<file path="config.mk">
export PLATFORM = sky130hd
export DESIGN_NAME = branch_seq
export DESIGN_NICKNAME = d
export VERILOG_FILES = /design/src/rtl/src_ctrl_pkg.sv /design/src/rtl/sat_counter.sv /design/src/rtl/branch_seq.sv
export SDC_FILE = /design/constraint.sdc
export NUM_CORES = 1
export LEC_CHECK = 0
export ABC_AREA = 1
export CAP_MARGIN = 25
export CORE_UTILIZATION = 52
export CTS_CLUSTER_SIZE = 40
export DETAILED_ROUTE_END_ITERATION = 16
export HOLD_SLACK_MARGIN = 0.12
export MAX_ROUTING_LAYER = met4
export PLACE_DENSITY = 0.84
export SLEW_MARGIN = 20
export SYNTH_ARGS = -nofsm -noshare
export SYNTH_HDL_FRONTEND = slang
export SYNTH_SLANG_ARGS = --single-unit
export TNS_END_PERCENT = 100
</file>
<file path="constraint.sdc">
create_clock -name clock -period 4.3 [get_ports clock]
set_input_delay 1.075 -clock clock [delete_from_list [all_inputs] [get_ports clock]]
set_output_delay 1.075 -clock clock [all_outputs]
set_load 0.05 [all_outputs]
</file>
<file path="src/rtl/src_ctrl_pkg.sv">
// Shared definitions for the mini-SRC control slice: branch-step states and
// the IR[20:19] condition-field encodings.
package src_ctrl_pkg;

   typedef enum logic [2:0] {
      IDLE = 3'd0,
      T3   = 3'd1,
      T4   = 3'd2,
      T5   = 3'd3,
      T6   = 3'd4,
      NT   = 3'd5
   } state_t;

   localparam logic [1:0] COND_ZERO     = 2'b00;
   localparam logic [1:0] COND_NONZERO  = 2'b01;
   localparam logic [1:0] COND_POSITIVE = 2'b10;
   localparam logic [1:0] COND_NEGATIVE = 2'b11;

endpackage

</file>
<file path="src/rtl/sat_counter.sv">
// Saturating up-counter; sticks at all-ones instead of wrapping.
module sat_counter #(
   parameter int CNT_W = 16
) (
   input  logic             clock,
   input  logic             clear,
   input  logic             inc,
   output logic [CNT_W-1:0] count
);

   logic [CNT_W-1:0] r_count;

   always_ff @(posedge clock or posedge clear) begin
      if (clear) begin
         r_count <= '0;
      end else if (inc && (r_count != {CNT_W{1'b1}})) begin
         r_count <= r_count + 1'b1;
      end
   end

   assign count = r_count;

endmodule

</file>
<file path="src/rtl/branch_seq.sv">
// Conditional-branch step sequencer (T3..T6) for the mini-SRC datapath, with
// optional early exit on a not-taken branch and a saturating taken counter.
module branch_seq
   import src_ctrl_pkg::*;
#(
   parameter bit SKIP_NOT_TAKEN = 1'b0,
   parameter int CNT_W          = 16
) (
   input  logic             clock,
   input  logic             clear,
   input  logic             start,
   input  logic             con_in,
   output logic             Gra,
   output logic             Rout,
   output logic             CONin,
   output logic             PCout,
   output logic             Yin,
   output logic             Cout,
   output logic             alu_add,
   output logic             Zin,
   output logic             Zlowout,
   output logic             PCin,
   output logic             busy,
   output logic             done,
   output logic             taken,
   output logic [CNT_W-1:0] taken_cnt
);

   state_t r_state;
   state_t w_nextState;
   logic   r_taken;
   logic   w_inc;

   always_ff @(posedge clock or posedge clear) begin
      if (clear) begin
         r_state <= IDLE;
      end else begin
         r_state <= w_nextState;
      end
   end

   // CON flip-flop: captures the condition only at the end of T3.
   always_ff @(posedge clock or posedge clear) begin
      if (clear) begin
         r_taken <= 1'b0;
      end else if (r_state == T3) begin
         r_taken <= con_in;
      end
   end

   always_comb begin
      w_nextState = r_state;
      Gra         = 1'b0;
      Rout        = 1'b0;
      CONin       = 1'b0;
      PCout       = 1'b0;
      Yin         = 1'b0;
      Cout        = 1'b0;
      alu_add     = 1'b0;
      Zin         = 1'b0;
      Zlowout     = 1'b0;
      PCin        = 1'b0;
      done        = 1'b0;
      busy        = (r_state != IDLE);
      unique case (r_state)
         IDLE: begin
            if (start) begin
               w_nextState = T3;
            end
         end
         T3: begin
            Gra   = 1'b1;
            Rout  = 1'b1;
            CONin = 1'b1;
            if (SKIP_NOT_TAKEN && !con_in) begin
               w_nextState = NT;
            end else begin
               w_nextState = T4;
            end
         end
         T4: begin
            PCout       = 1'b1;
            Yin         = 1'b1;
            w_nextState = T5;
         end
         T5: begin
            Cout        = 1'b1;
            alu_add     = 1'b1;
            Zin         = 1'b1;
            w_nextState = T6;
         end
         T6: begin
            Zlowout     = 1'b1;
            PCin        = r_taken;
            done        = 1'b1;
            w_nextState = IDLE;
         end
         NT: begin
            done        = 1'b1;
            w_nextState = IDLE;
         end
         default: begin
            w_nextState = IDLE;
         end
      endcase
   end

   assign w_inc = (r_state == T6) && r_taken;
   assign taken = r_taken;

   sat_counter #(
      .CNT_W(CNT_W)
   ) u_takenCnt (
      .clock(clock),
      .clear(clear),
      .inc  (w_inc),
      .count(taken_cnt)
   );

endmodule

</file>
==> flow_summary.json, run 1 <==
{
  "run_status": "finished, final reports clean",
  "tightest_slew_ns": 0.749,
  "syn-instance-count": 174,
  "power.internal_uw": 379,
  "highest_delay_cell_along_the_critical_path": "clkdlybuf4s50_1",
  "cts-root-to-sink-buffers": 2,
  "core-area_sq_um": 2280,
  "cts_tree": "yes",
  "total_power_of_the_final_layout_uw": 780,
  "setup.worst_path.end_class": "output pin",
  "grt-ovfl-total": 0,
  "finalWorstPathRequiredPeriod_ns": 3.16,
  "syn-cell-area_sq_um": 1290,
  "timing.rr.start": "u_takenCnt.count[0]$_DFFE_PP0P_",
  "netSwitchingFraction_pct": 51.5,
  "cellPowerDensity_nw_per_um2": 484,
  "maxClockFrequency_ghz": 0.316,
  "dp.final_hpwl_um": 2120,
  "global_route_wire_length_before_repair_um": 4650,
  "hold_buffers": 0,
  "number_of_global_route_vias_before_repair": 1082,
  "share_seq_of_total_power_pct": 31.3,
  "layoutNonFillerInstCount": 230,
  "postCtsResizedCells": 0,
  "timing.critical_path.slowest_cell_delay_ns": 0.90,
  "cp_data_arrival_time_ns": 2.09,
  "die-area_sq_um": 2690,
  "buffer_ports.inserted": 32,
  "worstSkewPairLatency_ns": 0.31,
  "gp_weighted_congestion": 0.844,
  "row_count": 17,
  "groute.usage.overall_pct": 24.6,
  "drt-pass1-iter-count": 4,
  "synth.avg_cell_area_sq_um": 7.44,
  "final_layout_size_suffix_gt1_share_pct": 13.9,
  "final.period_utilization_pct": 73.6,
  "worstSetupStartpoint": "r_state[2]$_DFFE_PP0P_",
  "irDropWorstVdd_uv": 988,
  "dpl.cell_count": 227,
  "min_path_type": "register to register",
  "placed_cell_area_sq_um": 1590,
  "largest_net_degree_at_the_start_of_global_routing": 21,
  "share_comb_of_total_power_pct": 57.0,
  "yosysUniqueCellTypes": 23,
  "cell_chain_critical_path": "nor3_1, clkdlybuf4s50_1",
  "route.vias.total": 1197,
  "unrepaired_setup_endpoints_after_global_routing": "false",
  "power.clock.fraction_pct": 11.7,
  "slew_headroom_pct": 50.0,
  "post_drt_wl_per_cell_um": 12.0,
  "setup_viol": 0,
  "drv_cap": 0,
  "worst_case_clock_skew_ns": 0.00766,
  "postSynthRegisterBits": 20,
  "drtIter0Drc": 37,
  "cp_data_required_time_ns": 3.22,
  "worst_hold_margin_ns": 0.550,
  "portion_of_the_post_synthesis_area_used_by_sequential_elements_pct": 38.7,
  "wirelength_um": 2750,
  "startpoint_type": "register",
  "numClockSinks": 20,
  "number_of_buffers_inserted_during_clock_tree_synthesis": 3,
  "num_antenna_cells": 0,
  "cts_root_buffer": "clkbuf_4",
  "hold_path.startpoint": "taken$_DFFE_PP0P_",
  "mapped_nets": 179,
  "postCtsSetupBuffers": 0,
  "ys_warn_count": 0,
  "dieWidth_um": 51.9,
  "initial_core_utilization_pct": 56.8,
  "drc": 0,
  "final-hold-violation-count": 0,
  "fin_nets": 209,
  "stdcell_area_sq_um": 1610,
  "cts_max_level": 1,
  "crit_path_max_fanout": 5,
  "p_sw_uw": 402,
  "p_leak_nw": 0.669,
  "grt_antenna_before_repair": 0,
  "clkTransAtPathRegs_ns": 0.11,
  "timing.setup.tns_ns": 0,
  "synthToLayoutAreaGrowth_pct": 24.6,
  "die_height_um": 51.9,
  "drt.antenna.violating_nets": 0,
  "final_max_slew_viol_count": 0,
  "critical_path_class": "register to output pin",
  "ioPinCount": 33,
  "vias_per_cell": 5.20
}
==> critical path, delay by kind of cell, from the launching register on <==
kind / cells / cell delay [ns]
buf+inv: 1 / 0.90
simple gates: 1 / 0.44
flops: 1 / 0.45
==> final timing paths <==
check                                              endpoint  slack, ns  cells past startpoint
setup / recovery                                       Rout       1.14                      2
hold / removal                            taken$_DFFE_PP0P_       0.55                      2
setup reg to reg           u_takenCnt.count[10]$_DFFE_PP0P_       2.55                      8
hold reg to reg                           taken$_DFFE_PP0P_       0.55                      2
max in group asynchronous  u_takenCnt.count[12]$_DFFE_PP0P_       2.64                      2
min in group asynchronous  u_takenCnt.count[14]$_DFFE_PP0P_       1.19                      2
==> power groups by stage <==
| stage | logic [mW] | registers [mW] | clock network [mW] |
|---|---|---|---|
| after floorplan | 0.302 | 0.288 | 0 |
| after global placement | 0.443 | 0.246 | 0 |
| after detailed placement | 0.445 | 0.247 | 0 |
| after CTS | 0.448 | 0.244 | 0.0939 |
| after global routing | 0.469 | 0.249 | 0.100 |
| final | 0.445 | 0.244 | 0.0913 |
==> cell usage after synthesis <==
cell	number	area, sq um
buf_4	5	37.5
buf_6	2	22.5
clkinv_1	1	3.75
dfrtp_1	20	500
ha_1	1	12.5
inv_1	17	63.8
inv_2	4	15.0
nand2_1	61	229
nand2_2	5	31.3
nand2_4	1	11.3
nand3_1	7	35.0
nand3_2	1	10.0
nand4_1	5	31.3
nor2_1	14	52.6
nor2_2	3	18.8
nor2_4	5	56.3
nor3_1	3	15.0
o21ai_0	3	15.0
o21ai_1	4	20.0
o21ai_2	5	43.8
o21ai_4	1	16.3
xnor2_1	3	26.3
xor2_1	3	26.3
==> logic make-up after synthesis <==
group / share of synthesized area, %
simple gates: 37.9
compound gates: 7.35
xor+xnor: 4.06
flops: 38.7
fa+ha+maj: 0.967
buf+inv: 11.0
==> routing by layer <==
layer | track usage [%] | part of all wire (%) | vias to the layer above
met5 | - | 0 | -
met4 | 12.6 | 1.9 | 0
met3 | 4.39 | 4.0 | 6
met2 | 40.8 | 50 | 34
met1 | 28.3 | 44 | 566
li1 | - | - | 591
==> layout by cell type, fill, tap and decap left out <==
cell type        synthesis  layout
nor2_1                  14      14
o21ai_4                  1       1
dfrtp_1                 20      20
inv_2                    4       4
nand4_1                  5       5
xor2_1                   3       3
nand2_1                 61      61
nand3_2                  1       1
nor2_4                   5       5
o21ai_2                  5       5
ha_1                     1       1
nand3_1                  7       7
o21ai_0                  3       3
clkbuf_4                 0       3
nor2_2                   3       3
o21ai_1                  4       4
inv_1                   17      17
nand2_2                  5       5
clkdlybuf4s50_1          0      32
nor3_1                   3       3
xnor2_1                  3       3
nand2_4                  1       1
clkinv_1                 1       1
==> per-stage QoR <==
stage | setup WS [ns] | util (%)
after floorplan | 1.14 | -
final | 1.14 | 70.8
after CTS | 1.11 | 70.8
after global routing | 1.02 | 70.8
after global placement | 1.51 | 69.8
after detailed placement | 1.49 | 69.8
==> state kept, by name (all words and copies together) (netlist names) <==
name / count
r_state: 3
u_takenCnt.count: 16
taken: 1
==> area by class of cell <==
| cell class | count | area, sq um |
|---|---|---|
| fillers | 181 | 664 |
| flip-flops and latches | 20 | 500 |
| inverters | 22 | 82.6 |
| repair buffers | 32 | 320 |
| multi-input cells | 125 | 651 |
| well taps | 28 | 35.0 |
| clock buffers | 3 | 22.5 |
Note: power is estimated with default switching activity, not from simulation.
==> run 2: changes to the inputs <==
- CORE_UTILIZATION: 52 -> 48
- PLACE_DENSITY: 0.84 -> 0.79
- clock period: 4.3 -> 3.18 ns (I/O delays scaled with it)
==> run 2 against run 1 <==
  * Highest routed layer unchanged
  * Combinational power rose by 36%
  * First-iteration DRC count is 57% lower
  * Flip-flop and latch count unchanged
  * Hold slack got worse by 0.015 ns
  * Largest cell class unchanged
  * Sequential power up 36%
  * Non-clock buffer count did not move
==> flow_summary.json, run 2 (same netlist as run 1, synthesis figures left out) <==
{
  "postCtsResizedCells": 0,
  "run_status": "finished, final reports clean",
  "ioPinCount": 33,
  "route.vias.total": 1137,
  "final_max_slew_viol_count": 0,
  "hold-path-endpoint": "taken$_DFFE_PP0P_",
  "global_route_wire_length_before_repair_um": 4640,
  "cp_data_required_time_ns": 2.38,
  "final-hold-violation-count": 0,
  "buffer_ports.inserted": 32,
  "drt-pass1-iter-count": 4,
  "worst_r2r_endpoint": "u_takenCnt.count[3]$_DFFE_PP0P_",
  "drc": 0,
  "clkTransAtPathRegs_ns": 0.11,
  "final_cell_mix": "nand2_1 (61), clkdlybuf4s50_1 (32), dfrtp_1 (20)",
  "cts-root-to-sink-buffers": 2,
  "cellPowerDensity_nw_per_um2": 670,
  "power.internal_uw": 537,
  "number_of_global_route_vias_before_repair": 1071,
  "final_layout_size_suffix_gt1_share_pct": 14.3,
  "finalWorstPathRequiredPeriod_ns": 2.87,
  "worstSkewPairLatency_ns": 0.31,
  "maxClockFrequency_ghz": 0.348,
  "num_antenna_cells": 0,
  "power.clock.fraction_pct": 14.1,
  "final_common_cell": "nand2_1",
  "initial_core_utilization_pct": 51.3,
  "dp.final_hpwl_um": 2120,
  "dpl.cell_count": 229,
  "final.period_utilization_pct": 90.3,
  "unrepaired_setup_endpoints_after_global_routing": "false",
  "worst_case_clock_skew_ns": 0.0115,
  "timing.rr.start": "u_takenCnt.count[0]$_DFFE_PP0P_",
  "groute.layer.met3.usage_pct": 3.11,
  "core-area_sq_um": 2520,
  "ff_latch_area_sq_um": 500,
  "layoutNonFillerInstCount": 233,
  "die_height_um": 53.9,
  "drt.antenna.violating_nets": 0,
  "crit_path_max_fanout": 5,
  "area_taken_by_multi_input_logic_gates_sq_um": 651,
  "r2r_cells": 8,
  "synthToLayoutAreaGrowth_pct": 25.8,
  "number_of_buffers_inserted_during_clock_tree_synthesis": 3,
  "slew_headroom_pct": 46.4,
  "setup.worst_path.end_class": "output pin",
  "vias_per_cell": 4.88,
  "cts_root_buffer": "clkbuf_4",
  "dieWidth_um": 53.9,
  "die-area_sq_um": 2910,
  "fin_nets": 209,
  "grt_most_used_layer": "met2",
  "critical_path_class": "register to output pin",
  "netSwitchingFraction_pct": 50.7,
  "grt_use_met1_pct": 26.8,
  "largest_net_degree_at_the_start_of_global_routing": 21,
  "numClockSinks": 20,
  "groute.usage.overall_pct": 22.8,
  "drv_cap": 0,
  "setup_viol": 0,
  "startpoint_type": "register",
  "share_comb_of_total_power_pct": 55.5,
  "cts_max_level": 1,
  "grt_antenna_before_repair": 0,
  "drtIter0Drc": 16,
  "cts_tree": "yes",
  "post_drt_wl_per_cell_um": 12.1,
  "cp_data_arrival_time_ns": 2.08,
  "hold_path.startpoint": "taken$_DFFE_PP0P_",
  "p_leak_nw": 0.676,
  "hold_buffers": 0,
  "share_seq_of_total_power_pct": 30.4,
  "num-fill-cells": 225,
  "row_count": 18,
  "grt-ovfl-total": 0,
  "worst_hold_margin_ns": 0.535,
  "groute.layer.met2.usage_pct": 39.3,
  "min_path_type": "register to register",
  "p_sw_uw": 554,
  "irDropWorstVdd_uv": 846,
  "gp_weighted_congestion": 0.812,
  "hold_path_depth": 2,
  "tightest_slew_ns": 0.803,
  "number_of_flip_flops_under_the_largest_register_name": 16,
  "postCtsSetupBuffers": 0,
  "wirelength_um": 2810,
  "worst_reg_to_reg_setup_slack_ns": 1.46,
  "timing.setup.tns_ns": 0
}
## run 2: how the worst max path moves through the flow
stage	start	end	cells after the start
6_report	r_state[1]$_DFFE_PP0P_	Gra	2
5_1_grt	r_state[2]$_DFFE_PP0P_	Gra	2
4_1_cts	r_state[1]$_DFFE_PP0P_	Gra	2
3_5_place_dp	r_state[1]$_DFFE_PP0P_	Gra	2
3_3_place_gp	r_state[2]$_DFFE_PP0P_	Gra	2
2_1_floorplan	r_state[2]$_DFFE_PP0P_	Gra	2
## run 2: power groups by stage
stage / Sequential [mW] / Clock, mW / Combinational [mW]
2_1_floorplan: 0.390 / 0 / 0.409
3_3_place_gp: 0.331 / 0 / 0.600
3_5_place_dp: 0.336 / 0 / 0.611
4_1_cts: 0.331 / 0.156 / 0.612
5_1_grt: 0.336 / 0.164 / 0.638
6_report: 0.331 / 0.154 / 0.606
## run 2: routing by layer
layer	wire length (um)	share of wire [%]
met1	1250	44
met5	0	0
met3	66	2.3
met2	1460	52
met4	42	1.5
## run 2: worst max-delay path: stages (launching register included)
cell and delay [ns]:
dfrtp_1 0.44, nor3_1 0.43, clkdlybuf4s50_1 0.90
## run 2: layout make-up
cell class / instances / area share (%)
clock buffer: 4 / 2.23
inverter: 22 / 5.07
multi-input combinational: 125 / 40.0
sequential: 20 / 30.7
tap: 30 / 2.31
timing repair buffer: 32 / 19.7
## run 2: per-stage QoR
step / worst slack [ns] / power [mW] / util [%] / cell area (sq um)
after floorplan: 0.300 / 0.798 / - / 1290
after global placement: 0.712 / 0.931 / 63.1 / 1590
after detailed placement: 0.657 / 0.946 / 63.1 / 1590
after CTS: 0.308 / 1.10 / 64.5 / 1630
after global routing: 0.189 / 1.14 / 64.5 / 1630
final: 0.309 / 1.09 / 64.5 / 1630
==> run 3: changes to the inputs <==
- HOLD_SLACK_MARGIN: 0.12 -> 0.02
==> results of run 3 <==
No change in the layout: final DEF, timing and power equal those of run 2.
